<file path="src/rtl/loop_drv_pkg.sv">
// Shared types and constants for the start/count loop initiator.
package loop_drv_pkg;

    typedef enum logic [2:0] {
        IDLE   = 3'd0,
        LOW    = 3'd1,
        HIGH   = 3'd2,
        SETTLE = 3'd3,
        CHECK  = 3'd4,
        FIN    = 3'd5
    } state_t;

    localparam logic [7:0] ERR_MAX = 8'd255;

endpackage

</file>
<file path="src/rtl/loop_start_driver_cycle_timer.sv">
// Loadable down-counter; expire pulses once when a loaded count reaches zero.
module cycle_timer #(
    parameter int TW = 16
) (
    input  logic          clk,
    input  logic          rst,
    input  logic          load,
    input  logic [TW-1:0] load_val,
    output logic [TW-1:0] value,
    output logic          expire
);

    logic running;

    assign expire = running && (value == '0);

    always_ff @(posedge clk) begin
        if (rst) begin
            value   <= '0;
            running <= 1'b0;
        end else if (load) begin
            value   <= load_val;
            running <= 1'b1;
        end else if (expire) begin
            running <= 1'b0;
        end else if (running) begin
            value <= value - 1'b1;
        end
    end

endmodule

</file>
<file path="src/rtl/loop_start_driver.sv">
// Drives start edges into a countdown-loop responder and checks each edge
// produced the expected count increment.
module loop_start_driver
    import loop_drv_pkg::*;
#(
    parameter int CW            = 32,
    parameter int EXP_DELTA     = 3,
    parameter int HOLD_CYCLES   = 1,
    parameter int LOW_CYCLES    = 1,
    parameter int SETTLE_CYCLES = 1,
    parameter int NUM_RUNS      = 2
) (
    input  logic          clk,
    input  logic          rst,
    input  logic          go,
    input  logic [CW-1:0] count_in,
    output logic          start,
    output logic          busy,
    output logic          done,
    output logic          pass,
    output logic [7:0]    run_idx,
    output logic [CW-1:0] last_delta,
    output logic [7:0]    err_count
);

    localparam int TW    = 16;
    // start-high phase spans whichever is longer: the hold or the settle window
    localparam int PHASE = (HOLD_CYCLES > SETTLE_CYCLES) ? HOLD_CYCLES : SETTLE_CYCLES;

    localparam logic [TW-1:0] LOW_LD   = TW'(LOW_CYCLES - 1);
    localparam logic [TW-1:0] HI_LD    = TW'(PHASE - 1);
    localparam logic [TW-1:0] DROP_AT  = TW'(PHASE - HOLD_CYCLES);
    localparam logic [7:0]    LAST_RUN = 8'(NUM_RUNS - 1);
    localparam logic [CW-1:0] EXP      = CW'(EXP_DELTA);
    localparam bit            HAS_TAIL = (HOLD_CYCLES < PHASE);

    state_t        state, next_state;
    logic          tmr_load, tmr_exp;
    logic [TW-1:0] tmr_val, tmr_value;
    logic [CW-1:0] base, delta;
    logic [7:0]    err_next;

    cycle_timer #(.TW(TW)) u_timer (
        .clk      (clk),
        .rst      (rst),
        .load     (tmr_load),
        .load_val (tmr_val),
        .value    (tmr_value),
        .expire   (tmr_exp)
    );

    // modulo-2^CW difference, so a wrapping counter still measures correctly
    assign delta = count_in - base;

    always_comb begin
        err_next = err_count;
        if (state == CHECK && delta != EXP && err_count != ERR_MAX)
            err_next = err_count + 8'd1;
    end

    always_ff @(posedge clk) begin
        if (rst) state <= IDLE;
        else     state <= next_state;
    end

    always_comb begin
        next_state = state;
        tmr_load   = 1'b0;
        tmr_val    = LOW_LD;
        case (state)
            IDLE: if (go) begin
                next_state = LOW;
                tmr_load   = 1'b1;
            end
            LOW: if (tmr_exp) begin
                next_state = HIGH;
                tmr_load   = 1'b1;
                tmr_val    = HI_LD;
            end
            HIGH: begin
                if (tmr_exp)
                    next_state = CHECK;
                else if (HAS_TAIL && tmr_value == DROP_AT)
                    next_state = SETTLE;
            end
            SETTLE: if (tmr_exp) next_state = CHECK;
            CHECK: begin
                if (run_idx == LAST_RUN) begin
                    next_state = FIN;
                end else begin
                    next_state = LOW;
                    tmr_load   = 1'b1;
                end
            end
            FIN:     next_state = IDLE;
            default: next_state = IDLE;
        endcase
    end

    always_ff @(posedge clk) begin
        if (rst) begin
            start      <= 1'b0;
            busy       <= 1'b0;
            done       <= 1'b0;
            pass       <= 1'b0;
            run_idx    <= 8'd0;
            last_delta <= '0;
            err_count  <= 8'd0;
            base       <= '0;
        end else begin
            start <= (next_state == HIGH);
            busy  <= (next_state inside {LOW, HIGH, SETTLE, CHECK});
            done  <= (next_state == FIN);
            if (state == IDLE && go) begin
                err_count <= 8'd0;
                run_idx   <= 8'd0;
                pass      <= 1'b0;
            end
            if (state == LOW && tmr_exp)
                base <= count_in;
            if (state == CHECK) begin
                last_delta <= delta;
                err_count  <= err_next;
                if (run_idx != LAST_RUN) run_idx <= run_idx + 8'd1;
                else                     pass    <= (err_next == 8'd0);
            end
        end
    end

endmodule

</file>
<file path="config.mk">
export PLATFORM = sky130hd
export DESIGN_NAME = loop_start_driver
export DESIGN_NICKNAME = d
export VERILOG_FILES = /design/src/rtl/loop_drv_pkg.sv /design/src/rtl/loop_start_driver_cycle_timer.sv /design/src/rtl/loop_start_driver.sv
export SDC_FILE = /design/constraint.sdc
export NUM_CORES = 1
export LEC_CHECK = 0
export ABC_AREA = 1
export CAP_MARGIN = 10
export CORE_MARGIN = 10
export CORE_UTILIZATION = 35
export DETAILED_ROUTE_END_ITERATION = 12
export HOLD_SLACK_MARGIN = 0.02
export MAX_ROUTING_LAYER = met4
export PLACE_DENSITY = 0.58
export SLEW_MARGIN = 5
export SYNTH_ARGS = -nofsm -noshare
export SYNTH_HDL_FRONTEND = slang
export SYNTH_SLANG_ARGS = --single-unit
</file>
<file path="constraint.sdc">
create_clock -name clk -period 8.8 [get_ports clk]
set_input_delay 1.32 -clock clk [delete_from_list [all_inputs] [get_ports clk]]
set_output_delay 1.32 -clock clk [all_outputs]
set_load 0.1 [all_outputs]
</file>
# After elaboration in Yosys (flattened, before gate mapping)
# Cells that the tools add are included.
# word_totals
romBits	0
ram_bits	0
ff_bits	104
latchBits	0
memories	0
# classes
muxes	20
shifts	0
add_sub_neg	4
n_eq_ne	13
order_cmp	0
bitwise	1
div	0
mul	0
n_reduce_logical	14
# ops
operator	count
$mux 8	6
$ne 32x2->1 const B	1
$sub 32x32->32	1
$add 8x1->8 const B	2
$logic_not 16->1	1
$sub 16x1->16 const B	1
$eq 3x2->1 const B	4
$mux 3	4
$pmux 3 s4	1
$eq 3x3->1 const B	3
$eq 8x1->1 const B	1
$logic_not 8->1	1
$mux 1	8
$ne 8x1->1 const B	1
$ne 8x8->1 const B	1
$eq 3x1->1 const B	2
$logic_and 1x1->1	5
$reduce_bool 2->1	2
$reduce_bool 4->1	1
$reduce_or 2->1	2
$logic_not 3->1	1
$pmux 1 s3	1
$reduce_and 2->1	1
$not 1->1	1

# Depth between registers and ports, before layout
# logic_depth
depth_word	8
ltp_mapped	25

# Cells and area by module
# Synthesis repeated with hierarchy kept, for this count alone.
# unflattened
cells_unflattened	1219
hier_area_um2	7349.5
# modules_own_cells
mod	n_inst	seq_area_each_um2	cells_per_inst	area_per_inst_um2
loop_start_driver	1	1741.7	1032	6204.7
cycle_timer	1	340.3	187	1144.8

# Worst setup path before layout
# No wires, ideal clock.
# synth_timing
kind	input port to flip-flop
startpoint	in count_in[0]
endpoint	reg pass
arrival_time_ns	3.609
cell_stages	23
setup_slack_ns	5.124
t_required_ns	8.733
cell_sequence	inv_1 > ha_1 > fa_1 > inv_1 > nand3_1 > nand2_1 > nand2_1 > nand2_1 > nand2_1 > nand2_1 > nand2_1 > nand2_1 > nand2_1 > nand2_1 > nand3_1 > nor2_2 > nand3_2 > nand3_4 > xor2_1 > nand2_1 > nor2_1 > nand2_1 > a21oi_2
# synth_via
elab_chain_len	8
# synth_rtl
element	line_no	text
start: declaration	loop_start_driver.sv:16	input logic [CW-1:0] count_in,
$sub 32x32->32	loop_start_driver.sv:53	assign delta = count_in - base;
$ne 32x2->1	loop_start_driver.sv:57	if (state == CHECK && delta != EXP && err_count != ERR_MAX)
$logic_and 1x1->1 (2 in series)	loop_start_driver.sv:57	
$mux 8	loop_start_driver.sv:57	
$logic_not 8->1	loop_start_driver.sv:125	else pass <= (err_next == 8'd0);
$mux 1	loop_start_driver.sv:124	if (run_idx != LAST_RUN) run_idx <= run_idx + 8'd1;
$mux 1	loop_start_driver.sv:121	if (state == CHECK) begin
end signal: assignment	loop_start_driver.sv:125	
end: declaration	loop_start_driver.sv:20	output logic pass,
# Every way passes these cells.
# A chain may end at the register's enable or synchronous reset.

# Worst setup path after layout
# Ends and elaborated chain as after synthesis.

==> flow_metrics.tcl <==
set metrics [dict create \
    dp_hpwl_mm 15.60 \
    critPathSlowestCell "clkdlybuf4s50_1" \
    fin_util_pct 43.14 \
    wl_mm 19.49 \
    hold_viol 0 \
    power.density_nw_per_um2 241.6 \
    cts_buffer_depth 2 \
    synth-edff-count 0 \
    rsz0062_at_grt "no" \
    n_antenna_cell 0 \
    dieArea_sq_um 26260 \
    drive_gt1_share_pct 4.731 \
    finalSetupViolations 0 \
    cpMostUsedCell "nand2_1" \
    start_util_pct 35.93 \
    synth_nets 1238 \
    grt_max_degree 63 \
    grt_pass1_wl_mm 32.78 \
    clock-skew-final_ps 7.623 \
    setup_tns_ps 0 \
    max-slew-margin-rel_pct 30.23 \
    synth.cell_area_sq_um 7062 \
    seqCellArea_sq_um 2082 \
    ioPinCount 87 \
    yosys_most_used_dff "dfxtp_1" \
    syn_to_final_growth_pct 20.06 \
    grt-ovfl-total 0 \
    cpPeakStageDelay_ps 450 \
    ys_top_cells_by_count "nand2_1, inv_1, nor2_1" \
    grt_usage_pct 15.48 \
    max_freq_mhz 242.4 \
    drv_slew 0 \
    cts_tree "yes" \
    numCtsBuffers 9 \
    end_kind "flop" \
    synthCells 1166 \
    clk_latency_ps 370 \
    power.leakage_nw 4.165 \
    synthArstFlopShare_pct 0 \
    setup.worst_path.start_class "primary input" \
    fin_nets 1314 \
    synth_seq_cells 104 \
    cts_setup_buffers 0 \
    path_class "primary input to flop" \
    tightest_slew_ps 1043 \
    htree_levels 3 \
    first_pass_iters 5 \
    ir_drop_uv 117.4 \
    min_path_type "flop to flop" \
    antenna_found_initial 0 \
    die_h_um 162.0 \
    synth_warnings 0 \
    numPortBuffers 86 \
    synth.yosys.seq_area_share_pct 29.48 \
    required_ps 9110 \
    first_iter_violations 419 \
    cts_root_buffer "clkbuf_16" \
    num_rows 51 \
    synthDistinctLibCells 43 \
    drc_errors 0 \
    post_drt_wl_per_cell_um 12.89 \
    crit_chain "clkdlybuf4s50_1, inv_1, ha_1, fa_1, inv_1, nand3_1, nand2_1, nand2_1, nand2_1, nand2_1, nand2_1, nand2_1, nand2_1, nand2_1, nand2_1, nand3_1, nor2_2, nand3_2, nand3_4, xor2_1, nand2_1, nor2_1, nand2_1, a21oi_2" \
    ant_nets 0 \
    nFillCells 2180 \
    cts_resized 0 \
    num_vias 6968 \
    finalCritPeriodShare_pct 46.88 \
    fp.dieW_um 162.0 \
    synth.avg_cell_area_sq_um 6.056 \
    yosysMostFrequentCell "nand2_1" \
    grt_pass1_vias 6658 \
    arrival_ps 4430 \
    viasPerCell 4.608 \
    synth_top_cell_area_share_pct 29.48 \
    synth_area_leaders "dfxtp_1, nand2_1, inv_1" \
    synth_top_area_cell "dfxtp_1" \
    place.gp.congestion 0.9070 \
    clk_pin_slew_ps 80 \
    drv_cap 0 \
    clkSinkCount 104 \
    multi_input_area_sq_um 4006 \
    final.min_clock_period_ps 4125 \
    status "complete, no violations" \
    crit_fanout 10 \
    core_sq_um 19650 \
    hold_buffers 0 \
]
state kept, by name (all words and copies together) (netlist names), 3 cells and up:
name	count
err_count	8
run_idx	8
state	3
u_timer.value	16
last_delta	32
base	32
kinds of logic (layout without fill, tap and decap cells):
group	count (synthesis)	after routing	share of synthesized area, %
simple gates	589	589	35.63
buf+inv	254	335	13.78
compound gates	167	167	12.58
flops	104	104	29.48
fa+ha+maj	37	37	6.662
xor+xnor	15	15	1.860
metrics by stage:
stage	power [W]	worst slack (ps)	cells	hold slack [ps]	instance area (sq um)
after floorplan	0.001394	5124	1166	433.1	7062
after detailed placement	0.001639	4319	1496	450.4	8170
final	0.002048	4675	1512	457.6	8478
after global routing	0.002251	4357	1512	475.4	8478
after CTS	0.002070	4700	1512	462.8	8478
after global placement	0.001632	4373	1496	443.7	8170
placed cells by master (no fill, tap or decap), drive strengths merged, types with 2 or more instances in the layout:
master	count
a21oi	81
a31oi	2
and2	2
buf	4
clkbuf	9
clkdlybuf4s50	86
clkinv	6
dfxtp	104
ha	36
inv	229
nand2	336
nand3	58
nand3b	3
nand4	20
nor2	147
nor3	11
nor4	5
o211ai	8
o21ai	68
or2	6
xnor2	7
xor2	8
metal layers:
layer  GRT usage, %  share of wire (%)  up-vias
li1               -                  -     3782
met1          19.33                 48     3031
met2          25.38                 46      136
met3          3.059                4.7       19
met4          3.309                1.1        0
met5              -                  0        -
critical path: cells and delay by family:
family,cells,cell delay (ps)
XOR/XNOR,1,180
buffers and inverters,3,630
adder cells (fa/ha/maj),2,620
AO/OA/AOI/OAI,1,100
AND/OR/NAND/NOR,17,1570
path summary, 6_finish.rpt:
path	start	to	slack [ps]	cells after the start
worst max register to register	base[0]$_SDFFE_PP0P_	pass$_SDFF_PP0_	5830	22
worst max-delay path	count_in[0]	pass$_SDFF_PP0_	4670	24
worst min register to register	base[4]$_SDFFE_PP0P_	base[4]$_SDFFE_PP0P_	460	2
worst min-delay path	base[4]$_SDFFE_PP0P_	base[4]$_SDFFE_PP0P_	460	2
report_power, final:
group	switching (W)	internal, W	total, W
sequential	0.0000395	0.000547	0.000587
clock	0.000216	0.000204	0.000421
combinational	0.000697	0.000344	0.00104
final cells by class:
type	count	share of cell area (%)
well taps	265	3.911
flip-flops and latches	104	24.56
inverters	229	10.14
repair buffers	90	10.51
multi-input cells	808	47.25
clock inverters	7	0.9740
clock buffers	9	2.656
No activity file was read; power rests on OpenSTA's default activity.
